File: src/rtl/gbuff_fetch.sv
// ---------------------------------------------------------------------------
// gbuff_fetch -- read-only burst master for the global buffer.
//
// Fetches `length` consecutive words starting at `base_addr` from a global
// buffer with 1-cycle registered read latency. The words go out on a
// valid/ready stream through a 2-entry output FIFO.
//
// Reads are credit-limited. A read issues only when the FIFO occupancy plus
// the read in flight is below 2, or when a stream handshake frees a slot in
// the same cycle. No word can be dropped under backpressure.
//
// Configuration macro: GBUFF_FETCH_WRAP_EN
//   defined   : index wraps modulo 2^ADDR_W and the full length is fetched.
//   undefined : the burst is clamped at the top of the buffer (no wrap).
//
// Ports
//   clk        in   sole clock, rising edge
//   rst_n      in   synchronous reset, ACTIVE-HIGH despite the name (1 = reset)
//   start      in   burst request, sampled only when idle
//   base_addr  in   [ADDR_W] first buffer index of the burst
//   length     in   [LEN_W]  number of words to fetch (0 = empty burst)
//   busy       out  high whenever not idle
//   done       out  one-cycle pulse at burst completion
//   gb_wr_en   out  buffer write enable, tied low
//   gb_index   out  [ADDR_W] buffer read index
//   gb_data    in   [DATA_W] buffer registered read data
//   m_valid    out  stream valid
//   m_ready    in   stream ready
//   m_data     out  [DATA_W] stream data (0 when m_valid is low)
//   m_last     out  marks the final word of the burst
// ---------------------------------------------------------------------------
module gbuff_fetch #(
  parameter int ADDR_W = 8,
  parameter int DATA_W = 32,
  parameter int LEN_W  = 9
) (
  input  logic              clk,
  input  logic              rst_n,
  input  logic              start,
  input  logic [ADDR_W-1:0] base_addr,
  input  logic [LEN_W-1:0]  length,
  output logic              busy,
  output logic              done,
  output logic              gb_wr_en,
  output logic [ADDR_W-1:0] gb_index,
  input  logic [DATA_W-1:0] gb_data,
  output logic              m_valid,
  input  logic              m_ready,
  output logic [DATA_W-1:0] m_data,
  output logic              m_last
);

  typedef enum logic [1:0] {
    S_IDLE  = 2'd0,
    S_FETCH = 2'd1,
    S_DRAIN = 2'd2,
    S_DONE  = 2'd3
  } state_e;

  state_e            state_q, state_d;
  logic              prime_q, prime_d;        // first FETCH cycle: resolves the effective length
  logic [ADDR_W-1:0] rd_addr_q, rd_addr_d;    // next index to issue
  logic [LEN_W-1:0]  rem_q, rem_d;            // reads still to issue
  logic [ADDR_W-1:0] idx_hold_q, idx_hold_d;  // last issued index
  logic              in_flight_q, in_flight_d;
  logic              in_flight_last_q, in_flight_last_d;

  // 2-entry output FIFO
  logic [DATA_W-1:0] fifo_data_q [2];
  logic [DATA_W-1:0] fifo_data_d [2];
  logic              fifo_last_q [2];
  logic              fifo_last_d [2];
  logic              wr_ptr_q, wr_ptr_d;
  logic              rd_ptr_q, rd_ptr_d;
  logic [1:0]        count_q, count_d;

  logic              pop;
  logic              issue;
  logic              last_issue;
  logic [2:0]        credit_used;
  logic [LEN_W-1:0]  eff_len;

`ifdef GBUFF_FETCH_WRAP_EN
  // Wrapping index: the requested length is fetched unchanged.
  always_comb begin
    eff_len = rem_q;
  end
`else
  // Clamp the burst so that it never crosses the top of the buffer.
  // SPAN_W must hold 2^ADDR_W as well as any length value.
  localparam int SPAN_W = (LEN_W > ADDR_W + 1) ? LEN_W : ADDR_W + 1;
  logic [SPAN_W-1:0] span;

  always_comb begin
    span    = (SPAN_W'(1) << ADDR_W) - SPAN_W'(rd_addr_q);
    eff_len = (SPAN_W'(rem_q) > span) ? LEN_W'(span) : rem_q;
  end
`endif

  always_comb begin
    // NOTE: every signal written here first gets a default. Without one, some
    // path would leave it unassigned and synthesis would infer a latch.
    state_d          = state_q;
    prime_d          = 1'b0;
    rd_addr_d        = rd_addr_q;
    rem_d            = rem_q;
    idx_hold_d       = idx_hold_q;
    in_flight_d      = 1'b0;
    in_flight_last_d = 1'b0;
    fifo_data_d      = fifo_data_q;
    fifo_last_d      = fifo_last_q;
    wr_ptr_d         = wr_ptr_q;
    rd_ptr_d         = rd_ptr_q;

    pop         = (count_q != 2'd0) && m_ready;
    credit_used = {1'b0, count_q} + {2'b00, in_flight_q};
    issue       = (state_q == S_FETCH) && !prime_q && (rem_q != '0) &&
                  ((credit_used < 3'd2) || pop);
    last_issue  = issue && (rem_q == LEN_W'(1));

    if (issue) begin
      idx_hold_d       = rd_addr_q;
      rd_addr_d        = rd_addr_q + ADDR_W'(1);
      rem_d            = rem_q - LEN_W'(1);
      in_flight_d      = 1'b1;
      in_flight_last_d = last_issue;
    end

    // The read issued last cycle is now on gb_data. Capture it into the FIFO.
    if (in_flight_q) begin
      fifo_data_d[wr_ptr_q] = gb_data;
      fifo_last_d[wr_ptr_q] = in_flight_last_q;
      wr_ptr_d              = ~wr_ptr_q;
    end
    if (pop) begin
      rd_ptr_d = ~rd_ptr_q;
    end
    count_d = count_q + {1'b0, in_flight_q} - {1'b0, pop};

    case (state_q)
      S_IDLE: begin
        if (start) begin
          if (length != '0) begin
            rd_addr_d = base_addr;
            rem_d     = length;
            prime_d   = 1'b1;
            state_d   = S_FETCH;
          end else begin
            state_d = S_DONE;
          end
        end
      end
      S_FETCH: begin
        if (prime_q) begin
          rem_d = eff_len;
        end
        if (last_issue) begin
          state_d = S_DRAIN;
        end
      end
      S_DRAIN: begin
        if (pop && fifo_last_q[rd_ptr_q]) begin
          state_d = S_DONE;
        end
      end
      S_DONE:  state_d = S_IDLE;
      default: state_d = S_IDLE;
    endcase
  end

  // NOTE: sequential state always uses non-blocking assignments. Every flop
  // then samples its pre-edge value, whatever the order of the statements.
  always_ff @(posedge clk) begin
    if (rst_n) begin
      state_q          <= S_IDLE;
      prime_q          <= 1'b0;
      rd_addr_q        <= '0;
      rem_q            <= '0;
      idx_hold_q       <= '0;
      in_flight_q      <= 1'b0;
      in_flight_last_q <= 1'b0;
      wr_ptr_q         <= 1'b0;
      rd_ptr_q         <= 1'b0;
      count_q          <= 2'd0;
    end else begin
      state_q          <= state_d;
      prime_q          <= prime_d;
      rd_addr_q        <= rd_addr_d;
      rem_q            <= rem_d;
      idx_hold_q       <= idx_hold_d;
      in_flight_q      <= in_flight_d;
      in_flight_last_q <= in_flight_last_d;
      wr_ptr_q         <= wr_ptr_d;
      rd_ptr_q         <= rd_ptr_d;
      count_q          <= count_d;
    end
  end

  // NOTE: the FIFO storage is deliberately not reset. The count and pointers
  // define which entries are valid, and the outputs are gated by m_valid,
  // so stale contents are never visible.
  always_ff @(posedge clk) begin
    fifo_data_q <= fifo_data_d;
    fifo_last_q <= fifo_last_d;
  end

  assign busy     = (state_q != S_IDLE);
  assign done     = (state_q == S_DONE);
  assign gb_wr_en = 1'b0;
  // A new index appears in the cycle its read issues; otherwise the last one
  // is held, and the buffer re-reads it harmlessly.
  assign gb_index = issue ? rd_addr_q : idx_hold_q;
  assign m_valid  = (count_q != 2'd0);
  assign m_data   = m_valid ? fifo_data_q[rd_ptr_q] : '0;
  assign m_last   = m_valid && fifo_last_q[rd_ptr_q];

endmodule

File: config.mk
export PLATFORM = sky130hd
export DESIGN_NAME = gbuff_fetch
export DESIGN_NICKNAME = d
export VERILOG_FILES = /design/src/rtl/gbuff_fetch.sv
export SDC_FILE = /design/constraint.sdc
export NUM_CORES = 1
export LEC_CHECK = 0
export CAP_MARGIN = 15
export CORE_MARGIN = 4
export CORE_UTILIZATION = 45
export CTS_BUF_LIST = sky130_fd_sc_hd__clkbuf_16
export DETAILED_ROUTE_END_ITERATION = 12
export GPL_ROUTABILITY_DRIVEN = 0
export GPL_TIMING_DRIVEN = 0
export HOLD_SLACK_MARGIN = 0.06
export MAX_ROUTING_LAYER = met4
export PLACE_DENSITY = 0.68
export SYNTH_ARGS = -nofsm -noshare
export SYNTH_HDL_FRONTEND = slang
export SYNTH_SLANG_ARGS = --single-unit
File: constraint.sdc
create_clock -name clk -period 3.54 [get_ports clk]
set_input_delay 1.062 -clock clk [delete_from_list [all_inputs] [get_ports clk]]
set_output_delay 1.062 -clock clk [all_outputs]
set_load 0.005 [all_outputs]
* After elaboration in Yosys (flattened, before gate mapping)
Index checks and enable logic that the tools add are counted.
Storage, ports and cells: logic and storage cells 89, register bits 100, bits of input ports 53, output and inout port bits 45
Cells by class: reductions and logical operators 18, order comparisons 5, add/sub/neg operators 6, muxes and demuxes 31, bitwise gates (word level) 7, equality and inequality tests 8
Operators with widths (count):
- 2-to-1 mux 32 bit | 5
- bitwise mux 64 bit | 1
- 2-to-1 mux 9 bit | 5
- 2-to-1 mux 8 bit | 5
- demux 32 bit (select 1 bit) | 1
- one-hot mux 9 bit (2 select lines) | 1
- nonzero test 9 bit | 2
- equality test 9 x 1 -> 1 bit (second input constant) | 1
- > comparator 9 bit | 1
- subtractor 9 x 1 -> 9 bit (second input constant) | 1
- subtractor 9 x 8 -> 9 bit (first input constant) | 1
- adder 8 x 1 -> 8 bit (second input constant) | 1
- logical AND 1 bit | 8
- 2-to-1 mux 2 bit | 4
- one-hot mux 2 bit (4 select lines) | 1
- 2-to-1 mux 1 bit | 6
- != test 2 bit (second input constant) | 3
- NOT 1 bit | 5
- equality test 2 bit (second input constant) | 2
- >= comparator 2 bit (second input constant) | 2
- NOT 1 -> 2 bit | 2
- nonzero test 2 bit | 2
- adder 2 x 1 -> 3 bit | 1
- less-than comparator 3 x 2 -> 1 bit (second input constant) | 1
- 13 further kinds | 13

* Longest topological paths before layout
depth after elaboration 8, depth in mapped cells 13, depth with buffers taken out 11

* Worst setup path before layout
No wires, ideal clock.
path kind input -> output, start point input m_ready, end point output gb_index[2], arrival time 1.832 ns, cell stages on the path 6, path buffers 2, slack 0.646 ns, required time 2.478 ns, cell sequence o21ba_2 > and2_4 > buf_6 > buf_2 > nand2_1 > nand2_1
On the way: word-level cells in the longest chain between the ends 4
RTL lines:
- from (decl) | line 48 | input logic m_ready,
- logical AND 1 bit | line 115 | pop = (count_q != 2'd0) && m_ready;
- logical OR 1 bit | line 118 | ((credit_used < 3'd2) || pop);
- logical AND 1 bit | line 117 | issue = (state_q == S_FETCH) && !prime_q && (rem_q != '0) &&
- 2-to-1 mux 8 bit
- to (decl) | line 45 | output logic [ADDR_W-1:0] gb_index,
No other way between the ends.

* Final worst setup path
start point input m_ready, end point output gb_index[7]
Same word-level chain as after synthesis.

==> impl_metrics.json <==
{
  "clock_path_buffers": 2,
  "avgSynthCellArea_um2": 11.1,
  "clk_pin_slew_ns": 0.07,
  "grt_usage": 0.192,
  "critPathCaptureType": "primary output",
  "synth-seq-cells": 100,
  "synth_edf_count": 66,
  "antenna_found_initial": 0,
  "clk_latency_ns": 0.34,
  "p_leak_nw": 2.35,
  "cts-root-buf": "clkbuf_16",
  "num_rows": 37,
  "setup_viol": 0,
  "cts_inserted_buffers": 9,
  "grt_pass1_vias": 3727,
  "area_growth_pct": 31.3,
  "grt.overflow.total": 0,
  "die_w_um": 112,
  "critical_path_required_ns": 2.48,
  "powerDensity_nw_per_um2": 794,
  "cts_tree": "built",
  "grt_pass1_wl_mm": 18.8,
  "place_hpwl_mm": 8.20,
  "hold_viol": 0,
  "slew_headroom": 0.463,
  "yosysTopAreaCell": "edfxtp_1",
  "fmax_mhz": 292,
  "crit_type": "in2out",
  "drt_pre_antenna_iters": 5,
  "status": "finished clean",
  "whs_ns": 0.425,
  "synth.area.top_cells": "edfxtp_1 41%, dfxtp_1 14%, mux2i_1 7.0%",
  "hp-class": "reg2reg",
  "routedWlPerCell_um": 16.6,
  "finClkSkew_ns": 0.00983,
  "rsz0062_at_grt": "false",
  "hold_buffers": 0,
  "die_h_um": 112,
  "maxCapViolCount": 0,
  "syn-num-nets": 509,
  "via_per_inst": 5.46,
  "finalNetCount": 619,
  "cts.sinks": 100,
  "netlist_instances": 436,
  "fin_crit_sh": 0.967,
  "cp.arrival_ns": 2.36,
  "drive_above_1_share": 0.0907,
  "pre_cts_slack_ns": -0.572,
  "htree_num_levels": 3,
  "netlist.area_leader.share": 0.409,
  "core_um2": 10400,
  "vdd_drop_max_uv": 389,
  "n_antenna_cell": 0,
  "io_pins": 98,
  "dieArea_um2": 12500,
  "tightest_slew_ns": 0.798,
  "drc": 0,
  "timing.final.max_slew_violations": 0,
  "crit_fanout": 10,
  "finish.utilization": 0.611,
  "synth_area_um2": 4850,
  "worst_setup_path_start_kind": "input port",
  "ys_warn_count": 0,
  "vias": 3752,
  "grt_max_degree": 34,
  "place.port_buffers": 95,
  "yosysUniqueCellTypes": 55,
  "synth_flop_cell": "edfxtp_1",
  "start_util": 0.465,
  "fin_ws_ns": 0.117,
  "ant_nets": 0,
  "yosysSeqAreaShare": 0.549,
  "drtIter0Drc": 222,
  "wl_mm": 11.4,
  "fin_crit_ns": 3.42,
  "postSynth.asyncResetShare": 0
}
-- cells by family after synthesis --
kind of cell / synth area share
and+or+nand+nor: 0.153
DFF: 0.549
AOI/OAI and AO/OA: 0.103
buffers and inverters: 0.0413
muxes: 0.0702
adders and majority gates: 0.0516
xor gates and xnor gates: 0.0307
other: 0.000773
-- worst max-delay path: stages --
cell and delay, ns:
clkdlybuf4s15_2 0.21, o21ba_4 0.23, and2_4 0.16, buf_4 0.14, buf_8 0.14, nand2_1 0.07
nand2_1 0.07, dlygate4sd2_1 0.28
-- per-stage QoR --
stage	TNS, ns	area [um^2]	cells	total power, mW
after detailed placement	-3.81	6000	668	4.04
after global routing	0	6360	687	5.41
after CTS	0	6330	686	5.04
after global placement	-3.79	5970	667	3.99
final	0	6360	687	5.06
after floorplan	0	4850	436	3.08
-- power breakdown --
group	total [mW]	internal [mW]	switching, mW
combinational	2.50	1.19	1.31
clock	0.953	0.495	0.458
sequential	1.60	1.44	0.162
total	5.06	3.12	1.93
-- cells in the final DEF (no fill, tap or decap), types with 3 or more instances in the layout --
cell type	Yosys	layout
dlygate4sd2_1	0	3
o21ai_0	12	12
clkbuf_16	0	9
and4_1	3	3
clkdlybuf4s50_1	0	87
xor2_1	7	7
dfxtp_1	34	34
a21oi_1	7	7
dlymetal6s2s_1	0	4
and2_1	10	9
nand3_1	3	3
o311ai_0	5	5
buf_4	2	6
clkbuf_2	0	3
nand4_1	4	4
ha_1	20	19
nand2_1	41	40
mux2i_1	34	34
o31ai_1	7	7
nor2_1	61	61
inv_1	15	14
a31oi_1	10	10
xnor2_1	10	10
edfxtp_1	66	66
clkbuf_1	19	16
a211oi_1	11	11
or4_1	3	3
nand2b_1	3	3
o211ai_1	3	3
nor3_1	8	8
-- area by class of cell --
cell class / instances / area, um^2
multi-input combinational: 293 / 2020
clock inverter: 7 / 68.8
sequential: 100 / 2660
buffer: 27 / 153
fill: 864 / 4050
inverter: 15 / 56.3
clock buffer: 9 / 225
timing repair buffer: 100 / 1010
tap: 136 / 170
-- layer usage --
metal / global-route usage / vias to the layer above / part of all wire
met5: - / - / 0
met4: 0.0422 / 0 / 0.011
met3: 0.0489 / 16 / 0.079
met1: 0.250 / 1758 / 0.44
li1: - / 1803 / -
met2: 0.303 / 175 / 0.47
-- sequential cells by signal, indices dropped and copies added (netlist names) --
name	cells
fifo_last_q	2
rd_ptr_q	1
in_flight_q	1
count_q	2
in_flight_last_q	1
rd_addr_q	8
rem_q	9
wr_ptr_q	1
prime_q	1
idx_hold_q	8
fifo_data_q	64
state_q	2
-- path summary, 6_finish.rpt --
| path | end | from | depth (start not counted) | slack [ns] |
|---|---|---|---|---|
| setup / recovery | gb_index[7] | m_ready | 8 | 0.12 |
| hold / removal | fifo_last_q[0]$_DFFE_PP_ | in_flight_last_q$_SDFF_PP0_ | 0 | 0.43 |
| setup reg to reg | rem_q[8]$_SDFFE_PP0P_ | rd_addr_q[0]$_SDFF_PP0_ | 11 | 0.28 |
| hold reg to reg | fifo_last_q[0]$_DFFE_PP_ | in_flight_last_q$_SDFF_PP0_ | 0 | 0.43 |
-- cell usage after synthesis (3+ instances only) --
cell type / instances
xor2_1: 7
inv_1: 15
and4_1: 3
and2_1: 10
o31ai_1: 7
nand2_1: 41
edfxtp_1: 66
nand4_1: 4
o21ai_0: 12
dfxtp_1: 34
buf_2: 4
xnor2_1: 10
o211ai_1: 3
nor2_1: 61
nand2b_1: 3
mux2i_1: 34
a21oi_1: 7
or4_1: 3
clkbuf_1: 19
a31oi_1: 10
nand3_1: 3
a211oi_1: 11
ha_1: 20
nor3_1: 8
o311ai_0: 5
-- timing repair --
action / 4_1_cts / 5_1_grt
setup endpoints to repair: 8 / 36
resized for setup: 14 / 13
buffers inserted: 3 / 1
pin swaps: 0 / 3
Note: power is estimated with default switching activity, not from simulation.
